## src/rtl/dash_pkg.sv

```systemverilog
// Shared definitions for the dashboard indicator receive path.
//   - CODE_* : 2-bit severity codes as sent by the indicator encoder.
//   - dash_state_e : decoder state machine encoding.
//   - code_to_state : maps an accepted code to the state it selects.
package dash_pkg;

  localparam logic [1:0] CODE_NONE    = 2'b00;
  localparam logic [1:0] CODE_WARN    = 2'b01;
  localparam logic [1:0] CODE_CAUTION = 2'b10;
  localparam logic [1:0] CODE_ALARM   = 2'b11;

  typedef enum logic [2:0] {
    ST_OFF       = 3'd0,
    ST_WARN      = 3'd1,
    ST_CAUTION   = 3'd2,
    ST_ALARM     = 3'd3,
    ST_ALARM_ACK = 3'd4
  } dash_state_e;

  // A newly accepted alarm code always lands in ST_ALARM, never ST_ALARM_ACK.
  function automatic dash_state_e code_to_state(input logic [1:0] c);
    case (c)
      CODE_WARN:    return ST_WARN;
      CODE_CAUTION: return ST_CAUTION;
      CODE_ALARM:   return ST_ALARM;
      default:      return ST_OFF;
    endcase
  endfunction

endpackage

```

## src/rtl/dash_code_filter.sv

```systemverilog
// Synchroniser and stability filter for the incoming severity code.
//   clk, rst_n   : clock, async active-low reset
//   code_in[1:0] : raw code, asynchronous to clk
//   status[1:0]  : last code seen unchanged for STABLE_CYCLES samples
//   code_change  : one-cycle pulse on the cycle status takes a new value
module dash_code_filter
  import dash_pkg::*;
#(
  parameter int STABLE_CYCLES = 4
) (
  input  logic       clk,
  input  logic       rst_n,
  input  logic [1:0] code_in,
  output logic [1:0] status,
  output logic       code_change
);

  localparam int CW = $clog2(STABLE_CYCLES);
  localparam logic [CW-1:0] CNT_MAX = CW'(STABLE_CYCLES - 1);

  logic [1:0]    sync1, sync2;
  logic [1:0]    candidate;
  logic [CW-1:0] cnt;

  always_ff @(posedge clk or negedge rst_n) begin
    if (!rst_n) begin
      sync1       <= CODE_NONE;
      sync2       <= CODE_NONE;
      candidate   <= CODE_NONE;
      cnt         <= '0;
      status      <= CODE_NONE;
      code_change <= 1'b0;
    end else begin
      sync1 <= code_in;
      sync2 <= sync1;

      // Any disagreement restarts the stability count on the new value.
      if (sync2 != candidate) begin
        candidate <= sync2;
        cnt       <= '0;
      end else if (cnt != CNT_MAX) begin
        cnt <= cnt + 1'b1;
      end

      // The candidate has been stable long enough even if the sync stage
      // moves away on this same edge, so acceptance uses the old candidate.
      if ((cnt == CNT_MAX) && (candidate != status)) begin
        status      <= candidate;
        code_change <= 1'b1;
      end else begin
        code_change <= 1'b0;
      end
    end
  end

endmodule

```

## src/rtl/dash_code_decoder.sv

```systemverilog
// Dashboard indicator receiver: filters the severity code and drives the
// amber/red lamps and buzzer, with an operator acknowledge for the buzzer.
//   clk, rst_n   : clock, async active-low reset
//   code[1:0]    : severity code from the encoder (async)
//   ack          : operator acknowledge level (async, pre-debounced)
//   lamp_amber   : amber lamp (steady for warn, slow blink for caution)
//   lamp_red     : red lamp (fast blink for alarm / acknowledged alarm)
//   buzzer       : audible alarm, silenced by acknowledge
//   status[1:0]  : currently accepted code
//   code_change  : one-cycle pulse when status changes
//   state_dbg    : current decoder state, for observation only
module dash_code_decoder
  import dash_pkg::*;
#(
  parameter int STABLE_CYCLES = 4,
  parameter int SLOW_DIV      = 50000000,
  parameter int FAST_DIV      = 12500000
) (
  input  logic        clk,
  input  logic        rst_n,
  input  logic [1:0]  code,
  input  logic        ack,
  output logic        lamp_amber,
  output logic        lamp_red,
  output logic        buzzer,
  output logic [1:0]  status,
  output logic        code_change,
  output dash_state_e state_dbg
);

  localparam int SW = (SLOW_DIV > 1) ? $clog2(SLOW_DIV) : 1;
  localparam int FW = (FAST_DIV > 1) ? $clog2(FAST_DIV) : 1;
  localparam logic [SW-1:0] SLOW_MAX = SW'(SLOW_DIV - 1);
  localparam logic [FW-1:0] FAST_MAX = FW'(FAST_DIV - 1);

  dash_code_filter #(.STABLE_CYCLES(STABLE_CYCLES)) u_filter (
    .clk         (clk),
    .rst_n       (rst_n),
    .code_in     (code),
    .status      (status),
    .code_change (code_change)
  );

  logic        ack_s1, ack_s2, ack_prev;
  logic        ack_rise;
  dash_state_e state, state_nxt;
  logic [SW-1:0] slow_cnt, slow_cnt_nxt;
  logic [FW-1:0] fast_cnt, fast_cnt_nxt;
  logic        slow_ph, slow_ph_nxt;
  logic        fast_ph, fast_ph_nxt;
  logic        amber_d, red_d, buzzer_d;

  assign ack_rise  = ack_s2 & ~ack_prev;
  assign state_dbg = state;

  // Next state: a status change always wins over an acknowledge edge.
  always_comb begin
    state_nxt = state;
    if (code_change) begin
      state_nxt = code_to_state(status);
    end else if ((state == ST_ALARM) && ack_rise) begin
      state_nxt = ST_ALARM_ACK;
    end
  end

  // Blink generators restart with phase high on every state change so a
  // blinking lamp lights for a full half-period straight away.
  always_comb begin
    slow_cnt_nxt = slow_cnt;
    fast_cnt_nxt = fast_cnt;
    slow_ph_nxt  = slow_ph;
    fast_ph_nxt  = fast_ph;
    if (state_nxt != state) begin
      slow_cnt_nxt = '0;
      fast_cnt_nxt = '0;
      slow_ph_nxt  = 1'b1;
      fast_ph_nxt  = 1'b1;
    end else begin
      if (slow_cnt == SLOW_MAX) begin
        slow_cnt_nxt = '0;
        slow_ph_nxt  = ~slow_ph;
      end else begin
        slow_cnt_nxt = slow_cnt + 1'b1;
      end
      if (fast_cnt == FAST_MAX) begin
        fast_cnt_nxt = '0;
        fast_ph_nxt  = ~fast_ph;
      end else begin
        fast_cnt_nxt = fast_cnt + 1'b1;
      end
    end
  end

  // Outputs are decoded from the next-cycle values so the registered lamps
  // line up with the state register rather than trailing it by a cycle.
  always_comb begin
    amber_d  = 1'b0;
    red_d    = 1'b0;
    buzzer_d = 1'b0;
    case (state_nxt)
      ST_WARN:      amber_d = 1'b1;
      ST_CAUTION:   amber_d = slow_ph_nxt;
      ST_ALARM: begin
        red_d    = fast_ph_nxt;
        buzzer_d = 1'b1;
      end
      ST_ALARM_ACK: red_d = fast_ph_nxt;
      default: ;
    endcase
  end

  always_ff @(posedge clk or negedge rst_n) begin
    if (!rst_n) begin
      ack_s1     <= 1'b0;
      ack_s2     <= 1'b0;
      ack_prev   <= 1'b0;
      state      <= ST_OFF;
      slow_cnt   <= '0;
      fast_cnt   <= '0;
      slow_ph    <= 1'b0;
      fast_ph    <= 1'b0;
      lamp_amber <= 1'b0;
      lamp_red   <= 1'b0;
      buzzer     <= 1'b0;
    end else begin
      ack_s1     <= ack;
      ack_s2     <= ack_s1;
      ack_prev   <= ack_s2;
      state      <= state_nxt;
      slow_cnt   <= slow_cnt_nxt;
      fast_cnt   <= fast_cnt_nxt;
      slow_ph    <= slow_ph_nxt;
      fast_ph    <= fast_ph_nxt;
      lamp_amber <= amber_d;
      lamp_red   <= red_d;
      buzzer     <= buzzer_d;
    end
  end

endmodule

```

## config.mk

```make
export PLATFORM = sky130hd
export DESIGN_NAME = dash_code_decoder
export DESIGN_NICKNAME = d
export VERILOG_FILES = /design/src/rtl/dash_pkg.sv /design/src/rtl/dash_code_filter.sv /design/src/rtl/dash_code_decoder.sv
export SDC_FILE = /design/constraint.sdc
export NUM_CORES = 1
export LEC_CHECK = 0
export BUFFER_PORTS_ARGS = -buffer_cell sky130_fd_sc_hd__buf_4
export CORE_MARGIN = 10
export CORE_UTILIZATION = 35
export CTS_BUF_LIST = sky130_fd_sc_hd__clkbuf_2
export DETAILED_ROUTE_END_ITERATION = 8
export PLACE_DENSITY_LB_ADDON = 0.05
export SLEW_MARGIN = 20
export SYNTH_ARGS = -nofsm -noshare
export SYNTH_HDL_FRONTEND = slang
export SYNTH_HIERARCHICAL = 1
export SYNTH_SLANG_ARGS = --single-unit
```

## constraint.sdc

```tcl
create_clock -name clk -period 1.89 [get_ports clk]
set_input_delay 0.0945 -clock clk [delete_from_list [all_inputs] [get_ports clk]]
set_output_delay 0.0945 -clock clk [all_outputs]
set_load 0.005 [all_outputs]
```

==> flow_summary_export.csv <==
group,metric,value,unit
status,status,"completed",
synth,yosysUniqueCellTypes,38,
final_layout,drive_gt1_share,19.6,%
worst_setup_path,cp.depth,6,
synth,yosysWarnings,6,
synth,syn-cell-area,0.00332,mm²
synth,netlist.area_leader.share,54.3,%
final_layout,insertedDiodeCount,0,
worst_setup_path,cpPeakStageDelay,0.51,ns
floorplan,die_h,117,µm
synth,synth_xor_area_share,14.8,%
detailed_routing,vias,2265,
timing,fin_ws,0.0740,ns
detailed_routing,dr.pass1.iters,4,
synth,synth_edf_count,0,
final_layout,utilization,43.0,%
worst_setup_path,crit_buf_inv,1,
clocking,clock_path_buffers,2,
synth,synth_seq_area_share,54.3,%
detailed_routing,drt_drc_violations_left,0,
detailed_routing,ant_nets,0,
global_route,grt_first_pass_wirelength,11100,µm
timing,maxSlewHeadroom,68.7,%
synth,synth-adder-area-share,1.13,%
clocking,clk_latency,0.49,ns
clocking,htree_levels,3,
timing,tightest_slew,0.470,ns
final_layout,finalNonFillerCells,497,
global_route,grt_overflow,0,
floorplan,pin_count,14,
timing,slew_viol_final,0,
detailed_routing,wl_per_cell,12.5,µm
worst_setup_path,r2r_slack,0.07,ns
timing,rsz0062_at_grt,"yes",
hold_path,min_path_type,"primary input to asynchronous set/reset pin",
run,cap_violations,0,
clocking,ctsRootBufferMaster,"clkbuf_2",
worst_setup_path,cp.required,2.29,ns
synth,syn_avg_cell_area,10.5,µm²
detailed_routing,routed_wl,6230,µm
floorplan,start_util,35.9,%
worst_setup_path,critical_path.top_delay_family,"simple AND/OR/NAND/NOR gates",
synth,synth_top_family_by_area,"simple AND/OR/NAND/NOR gates",
synth,synth_commonest_cells,"dfrtp_1 (72), nor2_1 (60), xor2_1 (41), nand2_1 (22), nand3_1 (22)",
detailed_routing,drtIter0Drc,73,
worst_setup_path,r2r_start,"fast_cnt[22]",
synth,yosysMostFrequentCell,"dfrtp_1",
place,dp_cells,475,
synth,syn_nets,324,
worst_setup_path,crit_fanout,11,
power_and_ir_drop,cellPowerDensity,904,mW/mm²
global_route,grt_max_degree,38,
clocking,clk_pin_slew,0.22,ns
synth,synthArstFlopShare,100,%
place,port_buffers,13,
floorplan,core.rowCount,35,
worst_setup_path,slowest_stage,"or4_4",
worst_setup_path,crit_end,"fast_cnt[11]",
power_and_ir_drop,vdd_drop_max,0.426,mV
global_route,grt_usage,9.59,%
final_layout,final_nets,371,
synth,synth_mux_area_share,0.980,%
place,placed_cell_area,0.00375,mm²
final_layout,area_growth_syn_to_layout,19.8,%
global_route,antenna_found_initial,0,
timing,setup_viol,0,
final_layout,num-fill-cells,915,
place,place_ws,-0.0730,ns
power_and_ir_drop,p_leak,1.87,nW
floorplan,core,0.00924,mm²
place,post-dp-hpwl,4220,µm
synth,synth_simple_gate_area_share,23.6,%
worst_setup_path,r2r_end,"fast_cnt[11]",
detailed_routing,viasPerCell,4.56,
clocking,clock-sinks,72,
timing,fin_crit,1.82,ns
timing,fin_skew,0.0330,ns
timing,timing.fmax,0.551,GHz
clocking,cts_buffers,9,
worst_setup_path,critPathArrivalTime,2.22,ns
synth,synth_compound_area_share,2.45,%
worst_setup_path,crit_path_end_kind,"register",
floorplan,die_area,0.0138,mm²
synth,synth-seq-cells,72,
worst_setup_path,worstSetupPathType,"register to register",
synth,syn_inst,316,
synth,synthFlopType,"dfrtp_1",
final_layout,design_area,0.00398,mm²
place,place_congestion,0.736,
worst_setup_path,ff2ff_path_depth,6,
synth,yosysTopAreaCell,"dfrtp_1",
clocking,cts_tree,"done",
floorplan,die_x,117,µm
worst_setup_path,start_kind,"register",
worst_setup_path,crit_path_cell_trace,"nand4bb_1, or4_4, nor4_4, nand2b_4, clkbuf_16, nor2_1",
global_route,grt_pass1_vias,2354,
timing,finalHoldViolations,0,
timing,post-route-period-util,96.1,%
synth,synth_area_leaders,"dfrtp_1 (54%), xor2_1 (11%), nor2_1 (6.8%)",
worst_setup_path,crit_start,"fast_cnt[22]",
## sequential cells by signal (all words and copies together), names as in the netlist, 2 cells and up
name / cells
fast_cnt: 24
slow_cnt: 26
state_dbg: 3
u_filter/candidate: 2
u_filter/cnt: 2
u_filter/status: 2
u_filter/sync1: 2
u_filter/sync2: 2
## layer usage
metal  vias to the layer above  track usage [%]  wire, µm
met5                         -                0         0
met1                      1081             12.2      3070
li1                       1161                -         -
met4                         0             3.52        54
met3                         5             2.73       151
met2                        18             15.1      2950
## cell families after synthesis
family / after synthesis
and+or+nand+nor: 155
buffers and inverters: 17
DFF: 72
AOI/OAI and AO/OA: 10
xor gates and xnor gates: 56
muxes: 3
adders and majority gates: 3
## stage by stage
step                      TNS [ns]  hold WS (ns)  power (mW)
after global placement       -1.04        0.0949        2.73
after detailed placement     -1.54        0.0899        2.74
after floorplan                  0        -0.201        2.48
after CTS                        0       0.00993        3.65
after global routing        -0.361        0.0238        3.88
final                            0        0.0705        3.59
## final cells by class
| class | count | area [µm²] | share of cell area [%] |
|---|---|---|---|
| flip-flops and latches | 72 | 1800 | 45.3 |
| clock inverters | 7 | 70.1 | 1.76 |
| multi-input cells | 227 | 1470 | 36.8 |
| inverters | 8 | 30.0 | 0.755 |
| clock buffers | 9 | 45.0 | 1.13 |
| repair buffers | 45 | 403 | 10.1 |
| well taps | 129 | 161 | 4.06 |
## worst register-to-register path, delay by kind of cell (launching register included)
family	cells	cell delay [ns]
and+or+nand+nor	5	1.16
buffers and inverters	1	0.16
DFF	1	0.42
## cell usage in the layout (no fill, tap or decap), types with 2 or more instances in the layout
master	count
and4_1	2
nand4_1	16
xor2_1	41
or4_4	2
nor4_1	6
nor2b_1	4
mux2_2	2
ha_1	2
clkbuf_2	9
xnor2_1	14
and3_1	5
clkinv_2	3
inv_1	8
nand2_1	22
nor3_1	5
buf_4	37
nor4_4	2
dlygate4sd3_1	4
nand4bb_1	2
buf_12	3
dfrtp_1	72
a21oi_1	2
nor2_1	60
nand3_1	22
## worst min path at each step
stage                      from         endpoint  slack (ns)  cells past startpoint
after CTS                 rst_n  u_filter/cnt[0]        0.01                      2
final                     rst_n  u_filter/cnt[0]        0.07                      2
after detailed placement  rst_n     state_dbg[1]        0.09                      1
after global placement    rst_n     state_dbg[0]        0.09                      1
after floorplan           rst_n         ack_prev       -0.20                      0
after global routing      rst_n  u_filter/cnt[0]        0.02                      2
## timing repair
| action | 4_1_cts | 5_1_grt |
|---|---|---|
| pin swaps | 2 | 0 |
| setup buffers | 0 | 1 |
| endpoints found under the hold margin | 75 | 0 |
| setup endpoints to repair | 51 | 50 |
| gates cloned | 0 | 1 |
| hold buffers | 4 | 0 |
| resized for setup | 3 | 4 |
## report_power, final
part,internal (mW),total (mW),switching [mW]
clock,0.306,0.866,0.560
sequential,1.75,1.96,0.205
combinational,0.376,0.772,0.397
Power figures use the tool's default switching activity.
